**src/rtl/ddr_rd_streamer_pkg.sv**
```systemverilog
// ddr_rd_pkg: types and AXI constants used by the DDR read streamer.
//   state_t    : streamer control states
//   BURST_INCR : AXI INCR burst type encoding
//   RESP_OKAY  : AXI OKAY response encoding
//   axi_size() : AxSIZE encoding for a data width given in bits
package ddr_rd_pkg;

    typedef enum logic [1:0] {
        ST_IDLE  = 2'd0,
        ST_ADDR  = 2'd1,
        ST_DRAIN = 2'd2,
        ST_DONE  = 2'd3
    } state_t;

    localparam logic [1:0] BURST_INCR = 2'b01;
    localparam logic [1:0] RESP_OKAY  = 2'b00;

    function automatic logic [2:0] axi_size(input int b);
        return 3'($clog2(b / 8));
    endfunction

endpackage

```
**src/rtl/ddr_rd_streamer_if.sv**
```systemverilog
// ddr_rd_streamer_if: AXI4 read-address/read-data channels plus the
// AXI4-Stream output of the DDR read streamer.
//   master modport : the streamer (drives AR, rready, stream)
//   slave  modport : the DDR interconnect / MAC side
interface ddr_rd_streamer_if #(
    parameter int B      = 64,
    parameter int ADDR_W = 40
);
    logic [ADDR_W-1:0] m_axi_araddr;
    logic [7:0]        m_axi_arlen;
    logic [2:0]        m_axi_arsize;
    logic [1:0]        m_axi_arburst;
    logic              m_axi_arvalid;
    logic              m_axi_arready;

    logic [B-1:0]      m_axi_rdata;
    logic [1:0]        m_axi_rresp;
    logic              m_axi_rlast;
    logic              m_axi_rvalid;
    logic              m_axi_rready;

    logic [B-1:0]      m_axis_tdata;
    logic              m_axis_tvalid;
    logic              m_axis_tlast;
    logic              m_axis_tready;

    modport master (
        output m_axi_araddr, m_axi_arlen, m_axi_arsize, m_axi_arburst, m_axi_arvalid,
        input  m_axi_arready,
        input  m_axi_rdata, m_axi_rresp, m_axi_rlast, m_axi_rvalid,
        output m_axi_rready,
        output m_axis_tdata, m_axis_tvalid, m_axis_tlast,
        input  m_axis_tready
    );

    modport slave (
        input  m_axi_araddr, m_axi_arlen, m_axi_arsize, m_axi_arburst, m_axi_arvalid,
        output m_axi_arready,
        output m_axi_rdata, m_axi_rresp, m_axi_rlast, m_axi_rvalid,
        input  m_axi_rready,
        input  m_axis_tdata, m_axis_tvalid, m_axis_tlast,
        output m_axis_tready
    );
endinterface

```
**src/rtl/ddr_rd_streamer_axis_skid.sv**
```systemverilog
// axis_skid: 2-entry register skid buffer carrying B data bits plus tlast.
// in_ready is a flop (not full after this cycle), so the upstream ready path
// never sees the downstream tready combinationally.
//   clk, rstn                  : clock, async active-low reset
//   in_data/in_last/in_valid   : upstream beat, in_ready back
//   out_data/out_last/out_valid: downstream beat, out_ready in
module axis_skid #(
    parameter int B = 64
) (
    input  logic         clk,
    input  logic         rstn,
    input  logic [B-1:0] in_data,
    input  logic         in_last,
    input  logic         in_valid,
    output logic         in_ready,
    output logic [B-1:0] out_data,
    output logic         out_last,
    output logic         out_valid,
    input  logic         out_ready
);
    logic [B:0] mem [2];
    logic       wr_ptr, rd_ptr;
    logic [1:0] count, count_next;
    logic       push, pop;

    assign push      = in_valid && in_ready;
    assign out_valid = (count != 2'd0);
    assign pop       = out_valid && out_ready;
    assign out_data  = mem[rd_ptr][B-1:0];
    assign out_last  = out_valid && mem[rd_ptr][B];

    always_comb begin
        count_next = count;
        case ({push, pop})
            2'b10:   count_next = count + 2'd1;
            2'b01:   count_next = count - 2'd1;
            default: count_next = count;
        endcase
    end

    always_ff @(posedge clk or negedge rstn) begin
        if (!rstn) begin
            mem[0]   <= '0;
            mem[1]   <= '0;
            wr_ptr   <= 1'b0;
            rd_ptr   <= 1'b0;
            count    <= 2'd0;
            in_ready <= 1'b0;
        end else begin
            if (push) begin
                mem[wr_ptr] <= {in_last, in_data};
                wr_ptr      <= ~wr_ptr;
            end
            if (pop) rd_ptr <= ~rd_ptr;
            count    <= count_next;
            in_ready <= (count_next != 2'd2);
        end
    end
endmodule

```
**src/rtl/ddr_rd_streamer.sv**
```systemverilog
// ddr_rd_streamer: AXI4 read master fetching a contiguous DDR region in
// fixed-length INCR bursts, streaming the returned beats to the MAC.
//   clk, rstn                 : clock, async active-low reset
//   start/addr_base/len_beats : transfer request (sampled in IDLE)
//   busy/done/err             : status; err is sticky until next start
//   stat_cycles/beats/stalls  : counters, built only with DDR_RD_STATS_EN
//   bus                       : AXI AR/R master and AXI-Stream master
module ddr_rd_streamer
    import ddr_rd_pkg::*;
#(
    parameter int B               = 64,
    parameter int ADDR_W          = 40,
    parameter int BURST_LEN       = 16,
    parameter int MAX_OUTSTANDING = 4
) (
    input  logic              clk,
    input  logic              rstn,
    input  logic              start,
    input  logic [ADDR_W-1:0] addr_base,
    input  logic [31:0]       len_beats,
    output logic              busy,
    output logic              done,
    output logic              err,
    output logic [31:0]       stat_cycles,
    output logic [31:0]       stat_beats,
    output logic [31:0]       stat_stalls,
    ddr_rd_streamer_if.master bus
);
    localparam int                OUT_W       = $clog2(MAX_OUTSTANDING + 1);
    localparam logic [ADDR_W-1:0] BURST_BYTES = ADDR_W'(BURST_LEN * B / 8);
    localparam logic [OUT_W-1:0]  OUT_MAX     = OUT_W'(MAX_OUTSTANDING);

    state_t            state, state_next;
    logic [31:0]       len_q, rem_q, rem_eff, r_cnt;
    logic [OUT_W-1:0]  outstanding, out_next;
    logic [ADDR_W-1:0] araddr_q;
    logic [7:0]        arlen_q;
    logic              arvalid_q;
    logic              accept, active, ar_hs, r_hs, t_hs, skid_ready;

    function automatic logic [7:0] burst_arlen(input logic [31:0] rem);
        return (rem >= 32'(BURST_LEN)) ? 8'(BURST_LEN - 1) : 8'(rem - 32'd1);
    endfunction

    assign accept  = (state == ST_IDLE) && start;
    assign active  = (state == ST_ADDR) || (state == ST_DRAIN);
    assign ar_hs   = arvalid_q && bus.m_axi_arready;
    assign r_hs    = bus.m_axi_rvalid && bus.m_axi_rready;
    assign t_hs    = bus.m_axis_tvalid && bus.m_axis_tready;
    // Beats still to be requested once this cycle's AR handshake is counted.
    assign rem_eff = ar_hs ? (rem_q - (32'(arlen_q) + 32'd1)) : rem_q;

    assign busy = (state != ST_IDLE);
    assign done = (state == ST_DONE);

    assign bus.m_axi_araddr  = araddr_q;
    assign bus.m_axi_arlen   = arlen_q;
    assign bus.m_axi_arsize  = axi_size(B);
    assign bus.m_axi_arburst = BURST_INCR;
    assign bus.m_axi_arvalid = arvalid_q;
    assign bus.m_axi_rready  = skid_ready && active;

    always_comb begin
        out_next = outstanding;
        if (ar_hs && !(r_hs && bus.m_axi_rlast))
            out_next = outstanding + OUT_W'(1);
        else if (!ar_hs && r_hs && bus.m_axi_rlast)
            out_next = outstanding - OUT_W'(1);
    end

    always_ff @(posedge clk or negedge rstn) begin
        if (!rstn) state <= ST_IDLE;
        else       state <= state_next;
    end

    always_comb begin
        state_next = state;
        case (state)
            ST_IDLE:  if (start) state_next = (len_beats == 32'd0) ? ST_DONE : ST_ADDR;
            ST_ADDR:  if (ar_hs && rem_eff == 32'd0) state_next = ST_DRAIN;
            ST_DRAIN: if (t_hs && bus.m_axis_tlast) state_next = ST_DONE;
            ST_DONE:  state_next = ST_IDLE;
            default:  state_next = ST_IDLE;
        endcase
    end

    always_ff @(posedge clk or negedge rstn) begin
        if (!rstn) begin
            len_q       <= '0;
            rem_q       <= '0;
            r_cnt       <= '0;
            outstanding <= '0;
            araddr_q    <= '0;
            arlen_q     <= '0;
            arvalid_q   <= 1'b0;
            err         <= 1'b0;
        end else if (accept) begin
            len_q       <= len_beats;
            rem_q       <= len_beats;
            r_cnt       <= '0;
            outstanding <= '0;
            araddr_q    <= addr_base;
            err         <= 1'b0;
            arvalid_q   <= (len_beats != 32'd0);
            if (len_beats != 32'd0) arlen_q <= burst_arlen(len_beats);
        end else begin
            outstanding <= out_next;
            if (r_hs) begin
                r_cnt <= r_cnt + 32'd1;
                if (bus.m_axi_rresp != RESP_OKAY) err <= 1'b1;
            end
            if (ar_hs) begin
                araddr_q <= araddr_q + BURST_BYTES;
                rem_q    <= rem_eff;
            end
            // Payload only changes while no request is pending on the bus.
            if (ar_hs || !arvalid_q) begin
                arvalid_q <= (state == ST_ADDR) && (rem_eff != 32'd0) && (out_next < OUT_MAX);
                if (rem_eff != 32'd0) arlen_q <= burst_arlen(rem_eff);
            end
        end
    end

    axis_skid #(.B(B)) u_skid (
        .clk       (clk),
        .rstn      (rstn),
        .in_data   (bus.m_axi_rdata),
        .in_last   ((r_cnt + 32'd1) == len_q),
        .in_valid  (bus.m_axi_rvalid && active),
        .in_ready  (skid_ready),
        .out_data  (bus.m_axis_tdata),
        .out_last  (bus.m_axis_tlast),
        .out_valid (bus.m_axis_tvalid),
        .out_ready (bus.m_axis_tready)
    );

`ifdef DDR_RD_STATS_EN
    always_ff @(posedge clk or negedge rstn) begin
        if (!rstn) begin
            stat_cycles <= '0;
            stat_beats  <= '0;
            stat_stalls <= '0;
        end else if (accept) begin
            stat_cycles <= 32'd1;
            stat_beats  <= '0;
            stat_stalls <= '0;
        end else if (busy) begin
            if (stat_cycles != '1) stat_cycles <= stat_cycles + 32'd1;
            if (t_hs && stat_beats != '1) stat_beats <= stat_beats + 32'd1;
            if (bus.m_axis_tvalid && !bus.m_axis_tready && stat_stalls != '1)
                stat_stalls <= stat_stalls + 32'd1;
        end
    end
`else
    assign stat_cycles = '0;
    assign stat_beats  = '0;
    assign stat_stalls = '0;
`endif
endmodule

```
**src/flat_wrapper.sv**
```systemverilog
// flat-port wrapper written by rule: the top's interface ports become plain ports
module ddr_rd_streamer_flat import ddr_rd_pkg::*;
#(
    parameter int B               = 64,
    parameter int ADDR_W          = 40,
    parameter int BURST_LEN       = 16,
    parameter int MAX_OUTSTANDING = 4
)
  (clk, rstn, start, addr_base, len_beats, busy, done, err, stat_cycles, stat_beats, stat_stalls, bus_m_axi_araddr, bus_m_axi_arlen, bus_m_axi_arsize, bus_m_axi_arburst, bus_m_axi_arvalid, bus_m_axi_arready, bus_m_axi_rdata, bus_m_axi_rresp, bus_m_axi_rlast, bus_m_axi_rvalid, bus_m_axi_rready, bus_m_axis_tdata, bus_m_axis_tvalid, bus_m_axis_tlast, bus_m_axis_tready);
  ddr_rd_streamer_if #(.B(B), .ADDR_W(ADDR_W)) bus_i ();
  input  logic clk;
  input  logic rstn;
  input  logic start;
  input  logic [ADDR_W-1:0] addr_base;
  input  logic [31:0] len_beats;
  output logic busy;
  output logic done;
  output logic err;
  output logic [31:0] stat_cycles;
  output logic [31:0] stat_beats;
  output logic [31:0] stat_stalls;
  output wire logic [$bits(bus_i.m_axi_araddr)-1:0] bus_m_axi_araddr;
  output wire logic [$bits(bus_i.m_axi_arlen)-1:0] bus_m_axi_arlen;
  output wire logic [$bits(bus_i.m_axi_arsize)-1:0] bus_m_axi_arsize;
  output wire logic [$bits(bus_i.m_axi_arburst)-1:0] bus_m_axi_arburst;
  output wire logic [$bits(bus_i.m_axi_arvalid)-1:0] bus_m_axi_arvalid;
  input wire logic [$bits(bus_i.m_axi_arready)-1:0] bus_m_axi_arready;
  input wire logic [$bits(bus_i.m_axi_rdata)-1:0] bus_m_axi_rdata;
  input wire logic [$bits(bus_i.m_axi_rresp)-1:0] bus_m_axi_rresp;
  input wire logic [$bits(bus_i.m_axi_rlast)-1:0] bus_m_axi_rlast;
  input wire logic [$bits(bus_i.m_axi_rvalid)-1:0] bus_m_axi_rvalid;
  output wire logic [$bits(bus_i.m_axi_rready)-1:0] bus_m_axi_rready;
  output wire logic [$bits(bus_i.m_axis_tdata)-1:0] bus_m_axis_tdata;
  output wire logic [$bits(bus_i.m_axis_tvalid)-1:0] bus_m_axis_tvalid;
  output wire logic [$bits(bus_i.m_axis_tlast)-1:0] bus_m_axis_tlast;
  input wire logic [$bits(bus_i.m_axis_tready)-1:0] bus_m_axis_tready;
  assign bus_m_axi_araddr = bus_i.m_axi_araddr;
  assign bus_m_axi_arlen = bus_i.m_axi_arlen;
  assign bus_m_axi_arsize = bus_i.m_axi_arsize;
  assign bus_m_axi_arburst = bus_i.m_axi_arburst;
  assign bus_m_axi_arvalid = bus_i.m_axi_arvalid;
  assign bus_i.m_axi_arready = bus_m_axi_arready;
  assign bus_i.m_axi_rdata = bus_m_axi_rdata;
  assign bus_i.m_axi_rresp = bus_m_axi_rresp;
  assign bus_i.m_axi_rlast = bus_m_axi_rlast;
  assign bus_i.m_axi_rvalid = bus_m_axi_rvalid;
  assign bus_m_axi_rready = bus_i.m_axi_rready;
  assign bus_m_axis_tdata = bus_i.m_axis_tdata;
  assign bus_m_axis_tvalid = bus_i.m_axis_tvalid;
  assign bus_m_axis_tlast = bus_i.m_axis_tlast;
  assign bus_i.m_axis_tready = bus_m_axis_tready;
  ddr_rd_streamer #(.B(B), .ADDR_W(ADDR_W), .BURST_LEN(BURST_LEN), .MAX_OUTSTANDING(MAX_OUTSTANDING)) u_core (.clk(clk), .rstn(rstn), .start(start), .addr_base(addr_base), .len_beats(len_beats), .busy(busy), .done(done), .err(err), .stat_cycles(stat_cycles), .stat_beats(stat_beats), .stat_stalls(stat_stalls), .bus(bus_i));
endmodule
```
**config.mk**
```make
export PLATFORM = sky130hd
export DESIGN_NAME = ddr_rd_streamer_flat
export DESIGN_NICKNAME = d
export VERILOG_FILES = /design/src/rtl/ddr_rd_streamer_pkg.sv /design/src/rtl/ddr_rd_streamer_if.sv /design/src/rtl/ddr_rd_streamer_axis_skid.sv /design/src/rtl/ddr_rd_streamer.sv /design/src/flat_wrapper.sv
export SDC_FILE = /design/constraint.sdc
export NUM_CORES = 1
export LEC_CHECK = 0
export CORE_MARGIN = 4
export CORE_UTILIZATION = 51
export DETAILED_ROUTE_END_ITERATION = 16
export PLACE_DENSITY = 0.85
export SLEW_MARGIN = 30
export SYNTH_ARGS = -nofsm -noshare
export SYNTH_HDL_FRONTEND = slang
export SYNTH_HIERARCHICAL = 1
export SYNTH_SLANG_ARGS = --single-unit
```
**constraint.sdc**
```tcl
create_clock -name clk -period 4 [get_ports clk]
set_clock_uncertainty 0.1 [all_clocks]
set_input_delay 0.4 -clock clk [delete_from_list [all_inputs] [get_ports clk]]
set_output_delay 0.4 -clock clk [all_outputs]
set_load 0.1 [all_outputs]
```
==> impl_metrics.csv, run 1 <==
group,metric,value,unit
logic_synthesis,synth_top_family_by_area,"multiplexers",
logic_synthesis,ys_warn_count,6,
timing,period_minus_slack,3720,ps
floorplan,die_h,184,um
routing,vias,11851,
routing,drt-wirelength-per-cell,18.6,um
setup_path,critPathLaunchType,"flop",
setup_path,critPathKind,"flop to flop",
logic_synthesis,synthFlopType,"dfrtp_1",
routing,first_pass_iters,5,
routing,drt_iter0_drc,706,
timing,setup_viol_count_final,0,
timing,timing.final.crit_share,92.9,%
timing,slew_headroom,32.2,%
logic_synthesis,synth_compound_area_share,6.82,%
floorplan,start_util,51.6,%
layout,drive_gt1_share,18.6,%
logic_synthesis,avgSynthCellArea,10.4,um^2
setup_path,crit_arrival,4070,ps
logic_synthesis,synth_edf_count,0,
logic_synthesis,synth_area_leaders,"dfrtp_1 45%, mux2_2 11%, nand2_1 5.0%",
timing,slew_viol_final,0,
layout,layout_commonest_cell,"dfrtp_1",
floorplan,fp.dieW,184,um
floorplan,ios,365,
clocking,cts_setup_buffers,0,
logic_synthesis,yosysTopAreaCellShare,45.4,%
logic_synthesis,synth_adder_area_share,1.72,%
clocking,clkTransAtPathRegs,60,ps
clocking,clock_latency,570,ps
clocking,cts_tree,"done",
clocking,cts_buffer_depth,3,
grt,grt_pass1_vias,12246,
routing,routed_via_density,5.44,
clocking,postCtsHoldBufs,1,
routing,antenna_left,0,
place,gp_congestion,0.927,
timing,worst_pin_slew,1010,ps
setup_path,crit_path_max_fanout,8,
timing,rsz0062_at_grt,"false",
floorplan,core_area,30500,um^2
grt,antenna_found_initial,0,
layout,nets,1926,
logic_synthesis,synth_top_cell_by_area,"dfrtp_1",
floorplan,rows,64,
worst_hold_path,worstHoldPathType,"primary input to flop",
timing,final-hold-violation-count,0,
logic_synthesis,synth_xor_area_share,7.62,%
clocking,cts_resized,0,
job,maxCapViolCount,0,
logic_synthesis,yosysUniqueCellTypes,79,
setup_path,crit_required,4350,ps
clocking,clockRootBuffer,"clkbuf_16",
logic_synthesis,synthSimpleGateAreaFrac,15.1,%
setup_path,cp-end-kind,"flop",
layout,final_cell_mix,"285 x dfrtp_1, 229 x clkdlybuf4s50_1, 210 x nand2_1",
place,dp_hpwl,29400,um
clocking,cts_buffers,31,
place,dp_cells,2122,
logic_synthesis,netlist_instances,1512,
layout,antenna_cells,0,
routing,routed_wl,40600,um
clocking,h-tree-depth,1,
timing,setup_tns,0,ps
layout,area_growth,23.0,%
timing,max_clock_freq,269,MHz
logic_synthesis,syn_area,15800,um^2
place,place_area,18300,um^2
grt,grt_pass1_wl,64000,um
grt,grt_max_degree,107,
logic_synthesis,async_reset_ff_share,100,%
logic_synthesis,yosysSeqAreaShare,45.4,%
layout,stdcell_count,2179,
place,io_buffers,263,
grt,grt-ovfl-total,0,
outcome,outcome,"complete, no violations",
layout,design_area,19400,um^2
layout,fill_cells,2370,
routing,drc,0,
logic_synthesis,ys_ff_latch,286,
logic_synthesis,synth_mux_area_share,15.7,%
floorplan,fp.dieArea,33800,um^2
grt,grt_use_total,23.3,%
clocking,clock-sinks,286,
==> state kept, by name, indices dropped and copies added, names as in the netlist, 2 cells and up <==
| signal | flops |
|---|---|
| u_core/state | 2 |
| u_core/rem_q | 32 |
| u_core/u_skid/mem | 130 |
| u_core/bus.m_axi_araddr | 40 |
| u_core/r_cnt | 32 |
| u_core/bus.m_axi_arlen | 8 |
| u_core/u_skid/count | 2 |
| u_core/outstanding | 3 |
| u_core/len_q | 32 |
==> per-stage QoR <==
step / hold slack, ps / setup WS, ps / util, %
2_1_floorplan: 4.41 / 297 / -
3_3_place_gp: 360 / 416 / 60.1
3_5_place_dp: 368 / 389 / 60.0
4_1_cts: 233 / 343 / 63.6
5_1_grt: 266 / 54.9 / 63.5
6_report: 259 / 284 / 63.5
==> critical path: stages (launching register included) <==
cell	delay [ps]
dfrtp_1	390
inv_1	60
ha_1	200
inv_1	70
fa_1	410
nand2b_1	210
a211oi_2	430
or2_1	230
xor2_1	180
nor4b_2	190
and4b_1	310
nor4b_4	300
o22ai_4	200
mux2_4	330
==> cell usage after synthesis, drive strengths merged (3+ instances only) <==
master and n:
clkbuf 39, nand2b 5, or2 4, dfrtp 286, a22o 4, buf 127, mux2i 9, nor3 29
o211ai 4, a21oi 37, a211oi 3, nor2 93, nor2b 4, inv 30, xnor2 83, and4 4
or3 12, a2111oi 5, nand4 23, xor2 54, nand3 43, and2 10, a32oi 3, nor3b 3
nor4 19, a21o 5, o21a 3, nand3b 4, and3 18, nand2 213, o22ai 3, o2111ai 3
mux2 198, ha 20, o21ai 81, o31a 5
==> worst paths after layout <==
| check | slack [ps] | start | cells past startpoint | to |
|---|---|---|---|---|
| worst max-delay path | 280 | u_core/bus.m_axi_arlen[0] | 13 | u_core/bus.m_axi_arlen[0] |
| worst min-delay path | 260 | addr_base[1] | 3 | u_core/bus.m_axi_araddr[1] |
| worst max register to register | 280 | u_core/bus.m_axi_arlen[0] | 13 | u_core/bus.m_axi_arlen[0] |
| worst min register to register | 380 | u_core/bus.m_axi_araddr[5] | 2 | u_core/bus.m_axi_araddr[5] |
| max in group asynchronous | 2400 | rstn | 3 | u_core/rem_q[31] |
| min in group asynchronous | 360 | rstn | 2 | u_core/u_skid/mem[22] |
==> logic make-up after synthesis <==
logic type	Yosys count
compound gates	170
flops	286
simple gates	493
xor+xnor	137
mux	207
buf+inv	196
fa+ha+maj	21
other cells	2
==> per-layer routing <==
metal	up-vias	part of all wire, %	track usage, %
li1	5494	-	-
met1	5841	39	29.7
met2	421	50	39.6
met3	95	6.5	4.41
met4	0	4.0	8.78
met5	-	0	0
==> final cells by class <==
class                   count  area [um^2]  area share, %
clock buffers              44          895           4.62
clock inverters            12          181          0.936
inverters                  30          113          0.581
multi-input cells        1129         7790           40.2
flip-flops and latches    286         7160           36.9
well taps                 396          495           2.56
repair buffers            282         2750           14.2
Power of run 1 is not shown: default switching activity piles up to over one toggle a cycle in this logic, so the estimate is an artifact.
==> run 2, diff against run 1 <==
SKIP_CTS_REPAIR_TIMING = 1   (was unset)
SYNTH_HIERARCHICAL = unset   (was 1)
==> run 2 against run 1 <==
Compared with the run above:
- first-iteration DRC count grew 40%
- via count increased by 10%
- fmax down 5.7%
- critical endpoint is now u_core.bus.m_axi_arlen[3]
- global-route usage increased by 1.1 points
==> impl_metrics.csv, run 2 <==
group,metric,value,unit
outcome,outcome,"complete, no violations",
job,maxCapViolCount,0,
floorplan,fp.dieArea,33900,um^2
floorplan,die_h,184,um
routing,routed_wl,43500,um
grt,grt_max_degree,135,
layout,fill_cells,2362,
grt,grt_use_total,24.4,%
place,place_ws,-122,ps
clocking,cts_tree,"done",
timing,period_minus_slack,3940,ps
routing,drt_iter0_drc,986,
routing,antenna_left,0,
clocking,clkTransAtPathRegs,60,ps
layout,final_cell_mix,"408 x nand2_1, 278 x dfrtp_1, 256 x clkdlybuf4s50_1",
setup_path,crit_path_max_fanout,6,
logic_synthesis,ys_ff_latch,286,
clocking,h-tree-depth,1,
logic_synthesis,synth_area_leaders,"dfrtp_1 45%, nand2_1 9.7%, mux2_2 9.3%",
logic_synthesis,async_reset_ff_share,100,%
timing,max_clock_freq,254,MHz
grt,antenna_found_initial,0,
floorplan,ios,365,
logic_synthesis,yosysTopAreaCellShare,45.3,%
clocking,clock_latency,560,ps
routing,drc,0,
logic_synthesis,yosysSeqAreaShare,45.3,%
logic_synthesis,netlist_instances,1703,
clocking,cts_buffer_depth,3,
timing,setup_viol_count_final,0,
layout,area_growth,28.2,%
setup_path,crit_required,4340,ps
layout,drive_gt1_share,16.5,%
layout,nets,2147,
place,io_buffers,263,
place,gp_congestion,0.948,
setup_path,critPathKind,"flop to flop",
clocking,clock-sinks,286,
logic_synthesis,yosysMostFrequentCell,"nand2_1",
layout,fin_util,66.2,%
setup_path,slowest_stage,"dfrtp_4",
setup_path,crit_arrival,4280,ps
routing,drt-wirelength-per-cell,18.1,um
setup_path,critical_path.cell_chain,"and3_4 -> nand3_4 -> or2_4 -> xnor2_4 -> ha_4 -> and4_2 -> a21boi_4 -> o31a_1 -> nor4_2 -> buf_4 -> nand4_1 -> nor4_4 -> buf_6 -> a21oi_4 -> mux2_4",
routing,vias,13065,
timing,final-hold-violation-count,0,
worst_hold_path,hold_depth,3,
place,dp_hpwl,31000,um
grt,grt_pass1_wl,68100,um
grt,grt-ovfl-total,0,
logic_synthesis,synth_common_cells,"410 x nand2_1, 286 x dfrtp_1, 131 x mux2_2, 111 x nor2_1, 101 x buf_4",
floorplan,fp.dieW,184,um
layout,layout_commonest_cell,"nand2_1",
floorplan,core_area,30600,um^2
timing,setup_tns,0,ps
setup_path,reg2regPathDepth,15,
layout,antenna_cells,0,
timing,slew_headroom,31.2,%
grt,grt-busiest-layer,"met2",
floorplan,start_util,51.7,%
setup_path,cp_slowest_stage_delay,440,ps
grt,use_met3,5.44,%
timing,rsz0062_at_grt,"true",
clocking,cts_buffers,31,
logic_synthesis,syn_area,15800,um^2
layout,largest_reg_flops,130,
routing,routed_via_density,5.44,
grt,grt_pass1_vias,12907,
timing,slew_viol_final,0,
setup_path,cp-end-kind,"flop",
routing,first_pass_iters,9,
worst_hold_path,worstHoldPathType,"primary input to flop",
logic_synthesis,yosysUniqueCellTypes,66,
floorplan,rows,64,
logic_synthesis,synth_top_cell_by_area,"dfrtp_1",
grt,use_met2,39.7,%
logic_synthesis,synthFlopType,"dfrtp_1",
timing,fin_ws,61.0,ps
grt,met1_usage,33.9,%
timing,timing.final.crit_share,98.5,%
logic_synthesis,avgSynthCellArea,9.28,um^2
setup_path,critPathLaunchType,"flop",
layout,regMostFlops,"u_core.u_skid.mem",
timing,worst_pin_slew,1030,ps
logic_synthesis,synth_edf_count,0,
timing,whs,262,ps
logic_synthesis,ys_warn_count,0,
clocking,clockRootBuffer,"clkbuf_16",
==> run 2: final cells by class <==
class,count,area (um^2),area share (%)
repair buffers,323,3170,15.6
flip-flops and latches,286,7170,35.4
clock buffers,38,842,4.16
clock inverters,20,260,1.28
multi-input cells,1314,8240,40.6
well taps,396,495,2.45
inverters,23,86.3,0.426
==> run 2: path summary, 6_finish.rpt <==
path / slack [ps] / from / endpoint
max in group asynchronous: 2520 / rstn / u_core.bus.m_axi_araddr[0]
hold / removal: 260 / addr_base[5] / u_core.bus.m_axi_araddr[5]
hold reg to reg: 370 / u_core.u_skid.mem[113] / u_core.u_skid.mem[113]
min in group asynchronous: 320 / rstn / u_core.u_skid.mem[3]
setup / recovery: 60 / u_core.bus.m_axi_arlen[1] / u_core.bus.m_axi_arlen[3]
setup reg to reg: 60 / u_core.bus.m_axi_arlen[1] / u_core.bus.m_axi_arlen[3]
==> run 2: layer usage <==
layer	vias up	wire length, um
met4	0	909
met2	532	20600
met3	81	3590
met5	-	0
met1	6348	18500
li1	6104	-
==> run 2: cell families (layout without fill, tap and decap cells) <==
family | Yosys count | in the layout | synth area share, %
simple gates | 741 | 741 | 21.2
flops | 286 | 286 | 45.3
buf+inv | 202 | 404 | 7.32
compound gates | 173 | 173 | 6.69
mux | 144 | 144 | 10.3
xor+xnor | 132 | 132 | 7.32
fa+ha+maj | 23 | 23 | 1.87
other cells | 2 | 101 | 0.0475
==> run 2: worst max-delay path, delay by kind of cell, from the launching register on <==
family,cells,cell delay (ps)
mux,1,340
compound gates,3,600
flops,1,440
xor+xnor,1,130
buf+inv,2,330
fa+ha+maj,1,280
simple gates,7,1580
==> run 2: per-stage QoR <==
stage,instance area (um^2),cells
after floorplan,16300,1802
after detailed placement,18800,2333
after global placement,18800,2333
after global routing,20300,2400
after CTS,19900,2391
final,20300,2400
Power of run 2 is left out for the same reason.
